**src/rtl/dmem_arbiter.sv**
```systemverilog
// dmem_arbiter: shares a single-port DataMemory between the core load/store
// path (port 0, fixed priority) and a secondary master (port 1). Port 1 is
// protected from starvation by a saturating wait counter that forces a grant.
// Accesses are one word per cycle; responses arrive exactly one cycle after
// acceptance. Misaligned or out-of-range accesses are accepted but never write,
// and they respond with err=1 and rdata=0.
module dmem_arbiter #(
  parameter int AW        = 32,
  parameter int DW        = 32,
  parameter int MEM_BYTES = 128,
  parameter int MAX_WAIT  = 4
) (
  input  logic          CLK,
  input  logic          RST,
  input  logic          req0_valid,
  input  logic          req0_we,
  input  logic [AW-1:0] req0_addr,
  input  logic [DW-1:0] req0_wdata,
  output logic          req0_ready,
  output logic          rsp0_valid,
  output logic [DW-1:0] rsp0_rdata,
  output logic          rsp0_err,
  input  logic          req1_valid,
  input  logic          req1_we,
  input  logic [AW-1:0] req1_addr,
  input  logic [DW-1:0] req1_wdata,
  output logic          req1_ready,
  output logic          rsp1_valid,
  output logic [DW-1:0] rsp1_rdata,
  output logic          rsp1_err,
  output logic [AW-1:0] MEM_A,
  output logic [DW-1:0] MEM_WD,
  output logic          MEM_WE,
  input  logic [DW-1:0] MEM_RD
);

  localparam int            WCW       = $clog2(MAX_WAIT + 1);
  localparam logic [WCW-1:0] WAIT_MAX = WCW'(MAX_WAIT);
  localparam logic [AW-1:0]  LAST_WORD = AW'(MEM_BYTES - 4);

  // An access is bad when it is not word aligned or runs past the last word.
  function automatic logic addr_bad(input logic [AW-1:0] a);
    return (a[1:0] != 2'b00) || (a > LAST_WORD);
  endfunction

  // Wait counter increment that saturates at MAX_WAIT.
  function automatic logic [WCW-1:0] wait_sat_inc(input logic [WCW-1:0] c);
    return (c == WAIT_MAX) ? c : c + WCW'(1);
  endfunction

  logic [WCW-1:0] wait_cnt_q, wait_cnt_d;
  logic           rsp0_valid_q, rsp0_valid_d;
  logic [DW-1:0]  rsp0_rdata_q, rsp0_rdata_d;
  logic           rsp0_err_q, rsp0_err_d;
  logic           rsp1_valid_q, rsp1_valid_d;
  logic [DW-1:0]  rsp1_rdata_q, rsp1_rdata_d;
  logic           rsp1_err_q, rsp1_err_d;

  logic           starve;
  logic           grant0, grant1;
  logic           sel_we;
  logic [AW-1:0]  sel_addr;
  logic [DW-1:0]  sel_wdata;
  logic           sel_bad;
  logic [DW-1:0]  rd_val;

  // Arbitration and memory drive: port 0 wins unless port 1 has starved.
  always_comb begin
    starve    = (wait_cnt_q == WAIT_MAX);
    grant1    = req1_valid & (~req0_valid | starve);
    grant0    = req0_valid & ~grant1;
    sel_we    = 1'b0;
    sel_addr  = '0;
    sel_wdata = '0;
    if (grant0) begin
      sel_we    = req0_we;
      sel_addr  = req0_addr;
      sel_wdata = req0_wdata;
    end else if (grant1) begin
      sel_we    = req1_we;
      sel_addr  = req1_addr;
      sel_wdata = req1_wdata;
    end
    sel_bad    = addr_bad(sel_addr);
    req0_ready = grant0 & ~RST;
    req1_ready = grant1 & ~RST;
    MEM_A      = sel_addr;
    MEM_WD     = sel_wdata;
    MEM_WE     = sel_we & ~sel_bad & ~RST;
  end

  // Next-state: starvation counter and per-port response capture.
  always_comb begin
    wait_cnt_d = wait_cnt_q;
    if (!req1_valid || grant1) begin
      wait_cnt_d = '0;
    end else begin
      wait_cnt_d = wait_sat_inc(wait_cnt_q);
    end

    rd_val = (~sel_we & ~sel_bad) ? MEM_RD : '0;

    rsp0_valid_d = req0_ready;
    rsp0_rdata_d = rsp0_rdata_q;
    rsp0_err_d   = rsp0_err_q;
    if (req0_ready) begin
      rsp0_rdata_d = rd_val;
      rsp0_err_d   = sel_bad;
    end

    rsp1_valid_d = req1_ready;
    rsp1_rdata_d = rsp1_rdata_q;
    rsp1_err_d   = rsp1_err_q;
    if (req1_ready) begin
      rsp1_rdata_d = rd_val;
      rsp1_err_d   = sel_bad;
    end
  end

  // State registers; reset drops any pending response immediately.
  always_ff @(posedge CLK or posedge RST) begin
    if (RST) begin
      wait_cnt_q   <= '0;
      rsp0_valid_q <= 1'b0;
      rsp0_rdata_q <= '0;
      rsp0_err_q   <= 1'b0;
      rsp1_valid_q <= 1'b0;
      rsp1_rdata_q <= '0;
      rsp1_err_q   <= 1'b0;
    end else begin
      wait_cnt_q   <= wait_cnt_d;
      rsp0_valid_q <= rsp0_valid_d;
      rsp0_rdata_q <= rsp0_rdata_d;
      rsp0_err_q   <= rsp0_err_d;
      rsp1_valid_q <= rsp1_valid_d;
      rsp1_rdata_q <= rsp1_rdata_d;
      rsp1_err_q   <= rsp1_err_d;
    end
  end

  assign rsp0_valid = rsp0_valid_q;
  assign rsp0_rdata = rsp0_rdata_q;
  assign rsp0_err   = rsp0_err_q;
  assign rsp1_valid = rsp1_valid_q;
  assign rsp1_rdata = rsp1_rdata_q;
  assign rsp1_err   = rsp1_err_q;

endmodule

```
**config.mk**
```make
export PLATFORM = sky130hd
export DESIGN_NAME = dmem_arbiter
export DESIGN_NICKNAME = d
export VERILOG_FILES = /design/src/rtl/dmem_arbiter.sv
export SDC_FILE = /design/constraint.sdc
export NUM_CORES = 1
export LEC_CHECK = 0
export BUFFER_PORTS_ARGS = -buffer_cell sky130_fd_sc_hd__buf_2
export CORE_ASPECT_RATIO = 1.2
export CORE_MARGIN = 2
export CORE_UTILIZATION = 30
export DETAILED_ROUTE_END_ITERATION = 8
export GPL_TIMING_DRIVEN = 1
export HOLD_SLACK_MARGIN = 0.05
export PLACE_DENSITY = 0.62
export SETUP_SLACK_MARGIN = 0.05
export SLEW_MARGIN = 10
export SYNTH_ARGS = -nofsm -noshare
export SYNTH_HDL_FRONTEND = slang
export SYNTH_SLANG_ARGS = --single-unit
```
**constraint.sdc**
```tcl
create_clock -name CLK -period 4.7 [get_ports CLK]
set_input_delay 0 -clock CLK [delete_from_list [all_inputs] [get_ports CLK]]
set_output_delay 0 -clock CLK [all_outputs]
set_load 0.005 [all_outputs]
```
==> results of run 1 <==
==> per-layer routing <==
metal  routed length [um]  vias up  share of wire (%)  global-route usage (%)
met1                 6962     2222                 40                   27.31
li1                     -     2354                  -                       -
met3                 1826       27                 11                   8.284
met2                 8209      260                 47                   38.45
met5                   23        -               0.13                       0
met4                  291        4                1.7                   5.972
==> worst register-to-register path, stage by stage, from the launching register on <==
cell and delay, ns:
dfrtp_1 0.37, inv_1 0.05, ha_1 0.25, nand3_2 0.17, nand2_2 0.41, o221ai_4 0.99
buf_4 0.32, o31ai_1 0.09
==> logic make-up (layout without fill, tap and decap cells) <==
logic type      Yosys count  after routing  share of synthesized area [%]
simple gates            232            232                          24.42
compound gates          132            132                          25.00
flops                    71             71                          43.72
buf+inv                  52            363                          6.004
fa+ha+maj                 2              2                         0.6157
mux                       1              1                         0.2463
other cells               0              1                              0
==> final cells by class <==
cell class | count | area, um2
diodes | 1 | 2.502
clock buffers | 9 | 225.2
clock inverters | 7 | 95.09
fillers | 1363 | 6944
inverters | 6 | 23.77
multi-input cells | 367 | 2071
flip-flops and latches | 71 | 1777
well taps | 168 | 210.2
repair buffers | 341 | 1889
==> layout by cell type (no fill, tap or decap), types with 2 or more instances in the layout <==
master / netlist / routed
nand2_1: 162 / 161
and4_1: 2 / 2
ha_1: 2 / 2
inv_1: 6 / 5
a22o_1: 16 / 16
and3_1: 2 / 2
dlygate4sd3_1: 0 / 32
o31ai_2: 15 / 15
o31ai_1: 49 / 49
nand2_2: 1 / 2
buf_4: 1 / 9
nor2_1: 4 / 4
clkinv_2: 0 / 3
clkbuf_16: 0 / 9
nor3_1: 2 / 2
buf_2: 18 / 300
nand3_1: 40 / 39
bufinv_16: 0 / 2
o21ai_0: 42 / 42
and2_1: 3 / 2
inv_6: 0 / 2
nor4_1: 13 / 13
dfrtp_1: 71 / 71
o22ai_1: 2 / 2
==> sequential cells by signal (all words and copies together), names as in the netlist <==
register / cells
rsp0_rdata: 32
rsp1_rdata: 32
wait_cnt_q: 3
rsp0_err: 1
rsp0_valid: 1
rsp1_err: 1
rsp1_valid: 1
==> path summary, 6_finish.rpt <==
| kind | slack (ns) | to | cells after the start |
|---|---|---|---|
| min in group asynchronous | 0.35 | rsp1_rdata[3] | 3 |
| worst min register to register | 0.46 | wait_cnt_q[0] | 1 |
| worst max-delay path | 1.89 | rsp0_rdata[31] | 7 |
| worst min-delay path | 0.07 | rsp0_rdata[0] | 3 |
| max in group asynchronous | 3.45 | rsp1_rdata[4] | 4 |
| worst max register to register | 1.89 | rsp0_rdata[31] | 7 |
==> stage by stage <==
stage               setup slack (ns)  power [W]  cells  hold slack [ns]
detailed placement             1.718  0.0009661    921           0.1646
finish                         1.886   0.001707    970          0.06611
floorplan                      2.068  0.0007937    490          0.03544
CTS                            1.833   0.001723    969          0.05877
global route                   1.664   0.001778    969          0.05373
global placement               1.724  0.0009677    921           0.1724
==> power by group through the flow <==
| stage | combinational (W) | clock [W] | sequential [W] |
|---|---|---|---|
| 2_1_floorplan | 0.000146 | 0 | 0.000648 |
| 3_3_place_gp | 0.000322 | 0 | 0.000646 |
| 3_5_place_dp | 0.000319 | 0 | 0.000647 |
| 4_1_cts | 0.000342 | 0.000745 | 0.000636 |
| 5_1_grt | 0.000377 | 0.000764 | 0.000637 |
| 6_report | 0.000338 | 0.000733 | 0.000636 |
==> what timing repair did <==
action / in CTS / in global routing
hold buffers: 32 / 0
resized for setup: 0 / 0
endpoints found under the setup margin: 0 / 0
hold endpoints to repair: 98 / 0
==> reports/summary.txt, run 1 <==
outcome = complete, no violations
CP endpoint kind = flop
most frequent cell after synthesis = nand2_1
yosys warns = 0
Yosys reg bits = 71
clock sinks = 71
Post-Syn Nets = 658
Clk pwr share = 43.0%
max cap viols = 0
Final Hold Fails = 0
Initial Util = 30.70%
vias per cell = 5.018
initial antenna violation count = 3
Yosys top cell by area = dfrtp_1
Worst slew margin = 32.58%
Sequential Power Share = 37.2%
PortBufs = 300
reg-to-reg startpoint = wait_cnt_q[0]
final worst path period share = 59.88%
Worst setup SP type = flop
Crit-path slowest cell = o221ai_4
delay-heaviest family, CP = compound AO/OA/AOI/OAI gates
vias in the first global route = 4,706
via count = 4,867
Setup-failing EPs final = 0
routability cong. = 0.8354
Placed Area = 5650 um2
first-pass GRT wire length = 25,270 um
Final min period = 2.814 ns
Iter 0 DRT Violations = 251
clock latency on the worst-skew pair = 0.33 ns
Commonest cells post-synth = nand2_1, dfrtp_1, o31ai_1
worst-path fanout max = 36
unrepaired setup endpoints after global routing = false
Core Area = 13,240 um2
P_leak = 3.409 nW
wirelength, routed = 17,310 um
Final Skew = 0.004399 ns
P&R area growth vs syn = 54.86%
IO Pins = 301
Clock transition at path regs = 0.06 ns
grt total ovfl = 0
Max Slew Vio Count = 0
top post-synthesis cells by area = dfrtp_1, nand2_1, o31ai_1
Net count, final = 964
post-synthesis sequential area ratio = 43.72%
Post-Syn Area = 4064 um2
kind of critical path = reg2reg
fin area = 6294 um2
Critical path origin = wait_cnt_q[0]
switching share of power = 27.08%
Synth async-reset ratio = 100.0%
Syn Inst Count = 490
Final Util = 47.54%
post-route ant nets = 0
Combinational Power Share = 19.8%
WL per Instance = 17.85 um
setup TNS = 0 ns
die area = 14,500 um2
Die Y = 131.5 um
# rows = 46
CP cell instances = inv_1, ha_1, nand3_2, nand2_2, o221ai_4, buf_4, o31ai_1
clk buf depth = 2
Fmax achieved = 355.3 MHz
Internal = 0.001245 W
largest net degree at the start of global routing = 68
CTS tree = yes
Setup Buffers After CTS = 0
Synth Area per Inst = 8.294 um2
Yosys top cell area share = 43.72%
Psw = 0.0004622 W
CTS root buf = clkbuf_16
number of flops mapped to enable cells by yosys = 0
DRC viols = 0
Primary FF master, synth = dfrtp_1
Worst Tran Pin Value = 1.011 ns
worst path bufs/invs = 2
layout cells sized above 1 = 43.70%
Worst EP required = 4.88 ns
drt pass-1 iters = 5
number of CTS-inserted buffers = 9
Tot GR Track Use = 22.89%
Die X = 110.2 um
Worst VDD drop = 0.2340 mV
Netlist cell types = 34
post-DP HPWL = 13,330 um
Crit path arrival time = 2.99 ns
Pwr Density = 271.3 nW/um2
worst hold path type = in2reg
H-tree levels = 3
Critical Path Max Stage Delay = 0.99 ns
Worst Hold Launch = MEM_RD[0]
(Power assumes the default switching activity.)
==> run 2, diff against run 1 <==
--- a/config.mk
+++ b/config.mk
@@ -5,6 +5,7 @@
 export SDC_FILE = /design/constraint.sdc
 export NUM_CORES = 1
 export LEC_CHECK = 0
+export ABC_AREA = 1
 export BUFFER_PORTS_ARGS = -buffer_cell sky130_fd_sc_hd__buf_2
 export CORE_ASPECT_RATIO = 1.2
 export CORE_MARGIN = 2
@@ -12,7 +13,7 @@
 export DETAILED_ROUTE_END_ITERATION = 8
 export GPL_TIMING_DRIVEN = 1
 export HOLD_SLACK_MARGIN = 0.05
-export PLACE_DENSITY = 0.62
+export PLACE_DENSITY = 0.65
 export SETUP_SLACK_MARGIN = 0.05
 export SLEW_MARGIN = 10
 export SYNTH_ARGS = -nofsm -noshare
==> constraint.sdc (replaced) <==
create_clock -name CLK -period 2.5 [get_ports CLK]
set_input_delay 0 -clock CLK [delete_from_list [all_inputs] [get_ports CLK]]
set_output_delay 0 -clock CLK [all_outputs]
set_load 0.005 [all_outputs]
==> run 2 against run 1 <==
Against the previous run: flip-flop and latch count unchanged; combinational power is 77% higher; area after synthesis is 5.4% lower; largest cell class is now non-clock buffers.
==> reports/summary.txt, run 2 <==
IO Pins = 301 (unchanged)
reg-to-reg startpoint = wait_cnt_q[1]
number of CTS-inserted buffers = 9 (unchanged)
grt total ovfl = 0 (unchanged)
Worst slew margin = 73.31% (+41 points)
Core Area = 12,560 um2 (-5.2%)
metal1 wirelength = 7250 um (+4.1%)
Critical path origin = wait_cnt_q[1]
Setup-failing EPs final = 0 (unchanged)
post-synthesis sequential area ratio = 46.22% (+2.5 points)
most frequent cell after synthesis = nand2_1
Cell Count, Final, Fillers Out = 1,007 (+3.8%)
Yosys top cell area share = 46.22% (+2.5 points)
# rows = 45 (-2.2%)
Worst EP required = 2.77 ns (-2.11 ns)
P_leak = 3.978 nW (+17%)
Yosys reg bits = 71 (unchanged)
Primary FF master, synth = dfrtp_1
dpl ws = 0.05486 ns (-1.663 ns)
Initial Util = 30.61% (-0.087 points)
Worst Reg2Reg Path Length in Cells = 16 (+9)
Compound-Gate Fraction of Synth Area = 10.16% (-15 points)
adder-cell area share of the yosys netlist = 0.6510% (+0.035 points)
clk buf depth = 2 (unchanged)
reg2reg end = rsp0_rdata[3]
commonest non-fill, non-tap cell in the layout = buf_2
Post-Syn Nets = 663 (+0.76%)
Fmax achieved = 421.1 MHz (+19%)
WL per Instance = 18.23 um (+2.1%)
Crit path arrival time = 2.64 ns (-0.35 ns)
met3 wire length = 1651 um (-9.6%)
Clock transition at path regs = 0.06 ns (about the same)
Worst setup SP type = flop
clock latency on the worst-skew pair = 0.33 ns (about the same)
CTS root buf = clkbuf_16
Tot GR Track Use = 24.15% (+1.3 points)
layout cells sized above 1 = 44.88% (+1.2 points)
worst-path fanout max = 16 (-56%)
DRC viols = 0 (unchanged)
number of flops mapped to enable cells by yosys = 0 (unchanged)
met2 WL = 8964 um (+9.2%)
Post-Synth XOR/XNOR Area = 0.2279% (+0.23 points)
fin area = 6529 um2 (+3.7%)
CTS tree = yes
Pwr Density = 454.8 nW/um2 (+68%)
via count = 4,994 (+2.6%)
simple-gate area share of the yosys netlist = 33.69% (+9.3 points)
Post-Syn Area = 3844 um2 (-5.4%)
vias per cell = 4.959 (-1.2%)
Final Util = 52.00% (+4.5 points)
max cap viols = 0 (unchanged)
Max Slew Vio Count = 0 (unchanged)
hold slack = 0.1059 ns (+0.03980 ns)
Net count, final = 1,003 (+4.0%)
Synth async-reset ratio = 100.0% (unchanged)
post-DP HPWL = 13,070 um (-1.9%)
Final min period = 2.375 ns (-0.4397 ns)
final worst path period share = 94.99% (+35 points)
Final Hold Fails = 0 (unchanged)
Worst VDD drop = 0.3281 mV (+40%)
Worst Setup EP = rsp0_rdata[3]
kind of critical path = reg2reg
post-route ant nets = 0 (unchanged)
initial antenna violation count = 13 (+10)
clock sinks = 71 (unchanged)
PortBufs = 300 (unchanged)
die area = 13,740 um2 (-5.2%)
H-tree levels = 3 (unchanged)
Setup WS post-layout = 0.1253 ns (-1.760 ns)
P&R area growth vs syn = 69.86%
most frequent cells in the layout = buf_2, nand2_1, dfrtp_1
Netlist cell types = 25 (-26%)
Worst Tran Pin Value = 0.4004 ns (-0.6109 ns)
largest net degree at the start of global routing = 72 (+5.9%)
Yosys top cell by area = dfrtp_1
vias in the first global route = 4,697 (-0.19%)
top post-synthesis cells by area = dfrtp_1, nand2_1, nand4_1
first-pass GRT wire length = 25,450 um (+0.71%)
largest family of logic cells by synthesized area = simple AND/OR/NAND/NOR gates
Syn Inst Count = 495 (+1.0%)
Top Metal Used = met5
routability cong. = 0.9049 (+8.3%)
Final Skew = 0.008559 ns (+0.004160 ns)
CP endpoint kind = flop
Iter 0 DRT Violations = 303 (+21%)
worst hold path type = in2reg
Die Y = 128.0 um (-2.7%)
Synth Area per Inst = 7.765 um2 (-6.4%)
unrepaired setup endpoints after global routing = true
yosys warns = 0 (unchanged)
drt pass-1 iters = 4 (-1)
Die X = 107.3 um (-2.6%)
dpl cells = 937 (+1.7%)
reg2reg setup slack = 0.13 ns (-1.76 ns)
outcome = complete, no violations
Placed Area = 5564 um2 (-1.5%)
mux cell area share after synthesis = 0% (-0.25 points)
wirelength, routed = 18,350 um (+6.0%)
Commonest cells post-synth = nand2_1, dfrtp_1, nand4_1
run 2: report_power, final:
group / switching [W] / total [W] / internal [W] / leakage [nW]
Sequential: 0.00000383 / 0.00116 / 0.00116 / 0.985
Combinational: 0.000312 / 0.000599 / 0.000288 / 2.85
Clock: 0.000508 / 0.00121 / 0.000702 / 0.139
Total: 0.000823 / 0.00297 / 0.00215 / 3.98
run 2: repair_timing:
action                                 CTS  global route
buffers inserted                         1            10
setup endpoints to repair                1            67
gates cloned                             0             7
endpoints found under the hold margin  135             0
pin swaps                                1            15
hold buffers                            33             0
resized for setup                        7            24
run 2: per-layer routing:
| metal | GRT usage, % | up-vias |
|---|---|---|
| met3 | 8.388 | 39 |
| met4 | 7.014 | 10 |
| met5 | 0 | - |
| li1 | - | 2348 |
| met2 | 41.44 | 242 |
| met1 | 28.54 | 2355 |
run 2: worst min-delay path by stage:
stage,start,end,slack (ns),cells after the start
2_1_floorplan,RST,MEM_WE,0.04,1
3_3_place_gp,RST,rsp1_rdata[16],0.16,3
3_5_place_dp,RST,wait_cnt_q[2],0.16,3
4_1_cts,req1_valid,wait_cnt_q[2],0.06,3
5_1_grt,req1_valid,wait_cnt_q[1],0.12,3
6_report,req1_valid,wait_cnt_q[2],0.11,3
run 2: kinds of logic after synthesis:
logic type	count (synthesis)
AND/OR/NAND/NOR	295
XOR/XNOR	1
AO/OA/AOI/OAI	49
adder cells (fa/ha/maj)	2
buffers and inverters	77
flip-flops	71
run 2: final cells by class:
class | instances | area [um2]
Tap cell | 164 | 205.2
Clock inverter | 6 | 43.79
Sequential cell | 71 | 1777
Clock buffer | 10 | 239.0
Antenna cell | 3 | 7.507
Inverter | 38 | 147.6
Timing Repair Buffer | 368 | 2275
Multi-Input combinational cell | 347 | 1834
Fill cell | 1242 | 6027
run 2: stage by stage:
stage / TNS, ns / total power [W]
final: 0 / 0.002969
after CTS: 0 / 0.002966
after global placement: 0 / 0.001709
after global routing: -0.04702 / 0.003099
after detailed placement: 0 / 0.001706
after floorplan: 0 / 0.001400
run 2: critical path, cell delays in order, from the launching register on:
cell and delay, ns:
dfrtp_1 0.37, inv_1 0.10, ha_4 0.15, nand2_4 0.07, o21ai_4 0.20, buf_4 0.15
buf_6 0.12, nor2_1 0.04, nor2_1 0.12, nand2_1 0.08, nor2_1 0.15, nand3_2 0.15
nor2_4 0.12, buf_12 0.16, buf_12 0.16, nand4_1 0.09, nand2_1 0.08
